## src/rtl/bus_irqctl.sv

```systemverilog
// Bus-attached interrupt controller feeding the picorv32 irq input.
// Synchronizes sources, latches level/edge pending bits, masks them and drives irq.
module bus_irqctl #(
  parameter logic [31:0] BUS_ADDR = 32'h0300_0010,
  parameter int NSRC = 8,
  parameter int IRQ_BASE = 3,
  parameter int SYNC = 1,
  localparam int BUS_IN_WIDTH = 72,
  localparam int BUS_OUT_WIDTH = 34
) (
  input  logic                     clk,
  input  logic                     reset_l,
  input  logic [BUS_IN_WIDTH-1:0]  bus_in,
  output logic [BUS_OUT_WIDTH-1:0] bus_out,
  input  logic [NSRC-1:0]          src,
  output logic [31:0]              irq
);

  localparam int BUS_FIELD_ADDR    = 0;
  localparam int BUS_FIELD_WDATA   = 32;
  localparam int BUS_FIELD_BE      = 64;
  localparam int BUS_FIELD_RD_REQ  = 68;
  localparam int BUS_FIELD_WR_REQ  = 69;
  localparam int BUS_FIELD_RESET_L = 70;
  localparam int BUS_FIELD_CLK     = 71;

  localparam logic [1:0] REG_PENDING = 2'd0;
  localparam logic [1:0] REG_ENABLE  = 2'd1;
  localparam logic [1:0] REG_EDGE    = 2'd2;
  localparam logic [1:0] REG_FORCE   = 2'd3;

  logic [31:0]     addr_s;
  logic [31:0]     wdata_s;
  logic [3:0]      be_s;
  logic            rd_req_s;
  logic            wr_req_s;
  logic            hit_s;
  logic            rd_s;
  logic            wr_s;
  logic [1:0]      sel_s;
  logic [31:0]     wmask_s;
  logic [NSRC-1:0] wval_s;
  logic [NSRC-1:0] wmsk_s;
  logic            unused_s;

  logic [NSRC-1:0] s_s;
  logic [NSRC-1:0] s_d_r;
  logic [NSRC-1:0] rise_s;
  logic [NSRC-1:0] pending_r;
  logic [NSRC-1:0] enable_r;
  logic [NSRC-1:0] edge_r;
  logic [NSRC-1:0] w1c_s;
  logic [NSRC-1:0] force_s;
  logic [NSRC-1:0] pending_nx_s;
  logic [NSRC-1:0] enable_nx_s;
  logic [NSRC-1:0] edge_nx_s;
  logic [31:0]     rdata_nx_s;
  logic [31:0]     irq_nx_s;
  logic [31:0]     rdata_r;
  logic            rd_ack_r;
  logic            wr_ack_r;
  logic [31:0]     irq_r;

  assign addr_s   = bus_in[BUS_FIELD_ADDR +: 32];
  assign wdata_s  = bus_in[BUS_FIELD_WDATA +: 32];
  assign be_s     = bus_in[BUS_FIELD_BE +: 4];
  assign rd_req_s = bus_in[BUS_FIELD_RD_REQ];
  assign wr_req_s = bus_in[BUS_FIELD_WR_REQ];
  // clk/reset copies on the bus are the same nets as the dedicated ports
  assign unused_s = ^{bus_in[BUS_FIELD_CLK], bus_in[BUS_FIELD_RESET_L],
                      addr_s[1:0], wdata_s, wmask_s};

  assign hit_s = (addr_s[31:4] == BUS_ADDR[31:4]);
  assign wr_s  = wr_req_s & hit_s;
  assign rd_s  = rd_req_s & hit_s & ~wr_req_s;
  assign sel_s = addr_s[3:2];

  assign wmask_s = {{8{be_s[3]}}, {8{be_s[2]}}, {8{be_s[1]}}, {8{be_s[0]}}};
  assign wval_s  = wdata_s[NSRC-1:0] & wmask_s[NSRC-1:0];
  assign wmsk_s  = wmask_s[NSRC-1:0];

  generate
    if (SYNC != 0) begin : g_sync
      logic [NSRC-1:0] sync1_r;
      logic [NSRC-1:0] sync2_r;
      // Two-flop synchronizer for asynchronous sources.
      always_ff @(posedge clk) begin
        if (!reset_l) begin
          sync1_r <= {NSRC{1'b0}};
          sync2_r <= {NSRC{1'b0}};
        end else begin
          sync1_r <= src;
          sync2_r <= sync1_r;
        end
      end
      assign s_s = sync2_r;
    end else begin : g_nosync
      assign s_s = src;
    end
  endgenerate

  assign rise_s = s_s & ~s_d_r;

  // Next-state for registers, pending bits, read data and irq.
  always_comb begin
    w1c_s       = {NSRC{1'b0}};
    force_s     = {NSRC{1'b0}};
    enable_nx_s = enable_r;
    edge_nx_s   = edge_r;
    rdata_nx_s  = 32'h0000_0000;
    irq_nx_s    = 32'h0000_0000;

    if (wr_s) begin
      case (sel_s)
        REG_PENDING: w1c_s = wval_s;
        REG_ENABLE:  enable_nx_s = (enable_r & ~wmsk_s) | wval_s;
        REG_EDGE:    edge_nx_s = (edge_r & ~wmsk_s) | wval_s;
        REG_FORCE:   force_s = wval_s;
        default:     w1c_s = {NSRC{1'b0}};
      endcase
    end else begin
      w1c_s = {NSRC{1'b0}};
    end

    // set terms are ORed after the clear so a same-edge rise/force wins
    for (int i = 0; i < NSRC; i++) begin
      if (edge_r[i]) begin
        pending_nx_s[i] = (pending_r[i] & ~w1c_s[i]) | rise_s[i] | force_s[i];
      end else begin
        pending_nx_s[i] = s_s[i];
      end
    end

    case (sel_s)
      REG_PENDING: rdata_nx_s = {{(32-NSRC){1'b0}}, pending_r};
      REG_ENABLE:  rdata_nx_s = {{(32-NSRC){1'b0}}, enable_r};
      REG_EDGE:    rdata_nx_s = {{(32-NSRC){1'b0}}, edge_r};
      REG_FORCE:   rdata_nx_s = 32'h0000_0000;
      default:     rdata_nx_s = 32'h0000_0000;
    endcase

    for (int i = 0; i < NSRC; i++) begin
      irq_nx_s[IRQ_BASE+i] = pending_r[i] & enable_r[i];
    end
  end

  // Source history, control registers, pending state, bus response and irq.
  always_ff @(posedge clk) begin
    if (!reset_l) begin
      s_d_r     <= {NSRC{1'b0}};
      pending_r <= {NSRC{1'b0}};
      enable_r  <= {NSRC{1'b0}};
      edge_r    <= {NSRC{1'b0}};
      rdata_r   <= 32'h0000_0000;
      rd_ack_r  <= 1'b0;
      wr_ack_r  <= 1'b0;
      irq_r     <= 32'h0000_0000;
    end else begin
      s_d_r     <= s_s;
      pending_r <= pending_nx_s;
      enable_r  <= enable_nx_s;
      edge_r    <= edge_nx_s;
      rdata_r   <= rd_s ? rdata_nx_s : 32'h0000_0000;
      rd_ack_r  <= rd_s;
      wr_ack_r  <= wr_s;
      irq_r     <= irq_nx_s;
    end
  end

  assign bus_out = {wr_ack_r, rd_ack_r, rdata_r};
  assign irq     = irq_r;

endmodule

```

## config.mk

```make
export PLATFORM = sky130hd
export DESIGN_NAME = bus_irqctl
export DESIGN_NICKNAME = d
export VERILOG_FILES = /design/src/rtl/bus_irqctl.sv
export SDC_FILE = /design/constraint.sdc
export NUM_CORES = 1
export LEC_CHECK = 0
export BUFFER_PORTS_ARGS = -buffer_cell sky130_fd_sc_hd__buf_2
export CAP_MARGIN = 25
export CELL_PAD_IN_SITES_DETAIL_PLACEMENT = 2
export CELL_PAD_IN_SITES_GLOBAL_PLACEMENT = 2
export CORE_MARGIN = 2
export CORE_UTILIZATION = 26
export DETAILED_ROUTE_END_ITERATION = 8
export MAX_ROUTING_LAYER = met4
export PLACE_DENSITY_LB_ADDON = 0.1
export SKIP_CTS_REPAIR_TIMING = 1
export SLEW_MARGIN = 20
export SYNTH_ARGS = -nofsm -noshare
export SYNTH_HDL_FRONTEND = slang
export SYNTH_SLANG_ARGS = --single-unit
export TNS_END_PERCENT = 100
```

## constraint.sdc

```tcl
create_clock -name clk -period 1.7 [get_ports clk]
set_input_delay 0.085 -clock clk [delete_from_list [all_inputs] [get_ports clk]]
set_output_delay 0.085 -clock clk [all_outputs]
set_load 0.1 [all_outputs]
```

==> impl_metrics.yaml <==
status:
  outcome: "finished, violations left"
  violations: "DRC"
critical_path:
  worst-path-stages: 7
  cp-end-kind: "register"
  crit_fanout: 16
  r2r_slack_ns: 0.45
  cp_common_cell: "buf_4"
  critical_path_class: "primary input to register"
  crit_arrival_ns: 1.48
  crit_path_start_kind: "primary input"
  worst_path_dominant_cell_family: "buffers and inverters"
  reg2reg_depth: 4
  path_buf_inv: 3
  worstPathRequired_ns: 1.90
  max_stage_delay_ns: 0.32
  slowest_stage: "nor4_2"
  timing.rr.end: "pending_r[6]"
  crit_chain: "buf_2 -> nor4_2 -> nand4_1 -> buf_4 -> buf_4 -> o31ai_1 -> a31oi_1"
flow_run:
  max_cap_viol_count: 0
clocking:
  clock_latency_ns: 0.33
  clock-sinks: 66
  cts_tree: "done"
  clk_path_buf_depth: 2
  h-tree-depth: 3
  cts_root_buf: "clkbuf_16"
  cts-buffers-inserted: 9
  path_clk_slew_ns: 0.06
synthesis:
  synth_seq_cells: 66
  ys_seq_area_share_pct: 42.8
  synth_flop_cell: "dfxtp_1"
  yosysTopAreaCell: "dfxtp_1"
  syn_area_mm2: 0.00309
  yosys.cell_types.count: 35
  ys_top_cells_by_area: "dfxtp_1 43%, buf_4 13%, a21boi_0 5.3%"
  async_flop_share_pct: 0
  syn_inst: 332
  syn_avg_cell_area_um2: 9.31
  synth-warning-count: 0
  yosysTopAreaCellShare_pct: 42.8
  synth_edf_count: 0
power_and_ir_drop:
  power.density_mw_per_mm2: 1060
  power_uw: 4030
  peakVddDrop_uv: 431
  leakagePower_uw: 0.00163
floorplan:
  start_util_pct: 26.8
  ios: 148
  dieArea_mm2: 0.0128
  core_area_mm2: 0.0115
  rows: 39
  die_height_um: 113
  die_x_um: 113
final_layout:
  syn_to_final_growth_pct: 23.3
  nFillCells: 1288
  fin_nets: 495
  finalNonFillerCells: 561
  drive_above_1_share_pct: 25.6
  diodes: 0
  layout_common_cells: "68 x buf_2, 66 x dfxtp_1, 48 x conb_1, 24 x and2_1, 22 x a21boi_0"
  multi_input_area_mm2: 0.00143
  layout_commonest_cell: "buf_2"
  regArea_mm2: 0.00132
drt:
  drtPass1Iterations: 6
  first_iter_violations: 56
  routedWlPerCell_um: 15.5
  dr_total_vias: 2548
  antenna_left: 0
  wl_um: 8690
  drc_errors: 2
  via_per_inst: 4.54
place:
  io_buffers: 68
  dp.cells: 537
  dpl.hpwl_um: 6160
  gp_congestion: 0.732
worst_hold_path:
  holdPathStages: 3
  hold_start: "bus_in[33]"
  hold_path.class: "primary input to register"
timing:
  setup_viol: 0
  clock.fmax_mhz: 785
  rsz0062_at_grt: "no"
  final_max_slew_viol_count: 0
  skew_ns: 0.00844
  hold_violations: 0
  hold_ws_ns: 0.0613
  setup_tns_ns: 0
  period_share_pct: 74.9
  period_minus_slack_ns: 1.27
grt:
  track_usage_pct: 14.7
  overflow: 0
  first_global_vias: 2634
  grt_antenna_before_repair: 0
  grt_pass1_wl_um: 14100
  grt_max_degree: 44
power by group:
group | switching [uW] | total, uW | internal (uW)
clock | 640 | 1770 | 1130
sequential | 13.0 | 1590 | 1580
combinational | 565 | 667 | 102
synthesized netlist by cell type, types with 2 or more instances:
library cell and number:
a21boi_0 22, nand2_1 5, and2_1 24, nand4_1 11, nor4b_2 2, and4_2 2, and4_1 3, o31ai_1 15
and3_1 8, o211ai_1 2, nor4_2 2, mux2i_1 8, nor2_1 17, clkbuf_1 8, a31oi_1 7, inv_1 15
dfxtp_1 66, nor2b_1 3, o21ai_0 15, buf_2 8, a21oi_1 8, nor4_4 2, buf_4 52, nand3_1 16
worst max path at each step:
| stage | to | from | slack (ns) |
|---|---|---|---|
| 4_1_cts | pending_r[7] | bus_in[23] | 0.44 |
| 3_3_place_gp | pending_r[7] | bus_in[16] | 0.14 |
| 5_1_grt | register | bus_in[27] | 0.27 |
| 6_report | pending_r[7] | bus_in[16] | 0.43 |
| 2_1_floorplan | pending_r[6] | bus_in[29] | 0.43 |
| 3_5_place_dp | pending_r[7] | bus_in[23] | 0.10 |
routing by layer:
layer  share of wire (%)  vias up  wire length [um]  track usage [%]
li1                    -     1229                 -                -
met1                  46     1244              4010             18.1
met2                  49       64              4250             24.1
met3                 3.5       11               307             3.86
met4                 1.3        0               113             3.66
met5                   0        -                 0                -
worst reg2reg max path, stage by stage, from the launching register on:
cell,delay [ns]
dfxtp_1,0.41
o2111a_1,0.22
nand2_1,0.05
or4_1,0.40
o211ai_1,0.09
logic make-up after synthesis:
group           Yosys count  synth area share [%]
buf+inv                  83                  16.7
other cells               1                 0.121
mux                       8                  2.59
compound gates           71                  15.2
simple gates            103                  22.6
flops                    66                  42.8
final cells by class:
type	count	share of cell area, %
clock buffers	13	6.30
well taps	143	4.69
inverters	15	1.48
multi-input cells	230	37.5
clock inverters	3	1.05
repair buffers	91	14.3
flip-flops and latches	66	34.7
per-stage QoR:
stage               setup slack (ns)  cell area [um^2]  utilization (%)
global placement               0.135              3450             30.0
global route                   0.267              3810             33.1
floorplan                      0.435              3270                -
finish                         0.427              3810             33.1
detailed placement             0.103              3450             30.0
CTS                            0.441              3730             32.4
(Power assumes the default switching activity.)
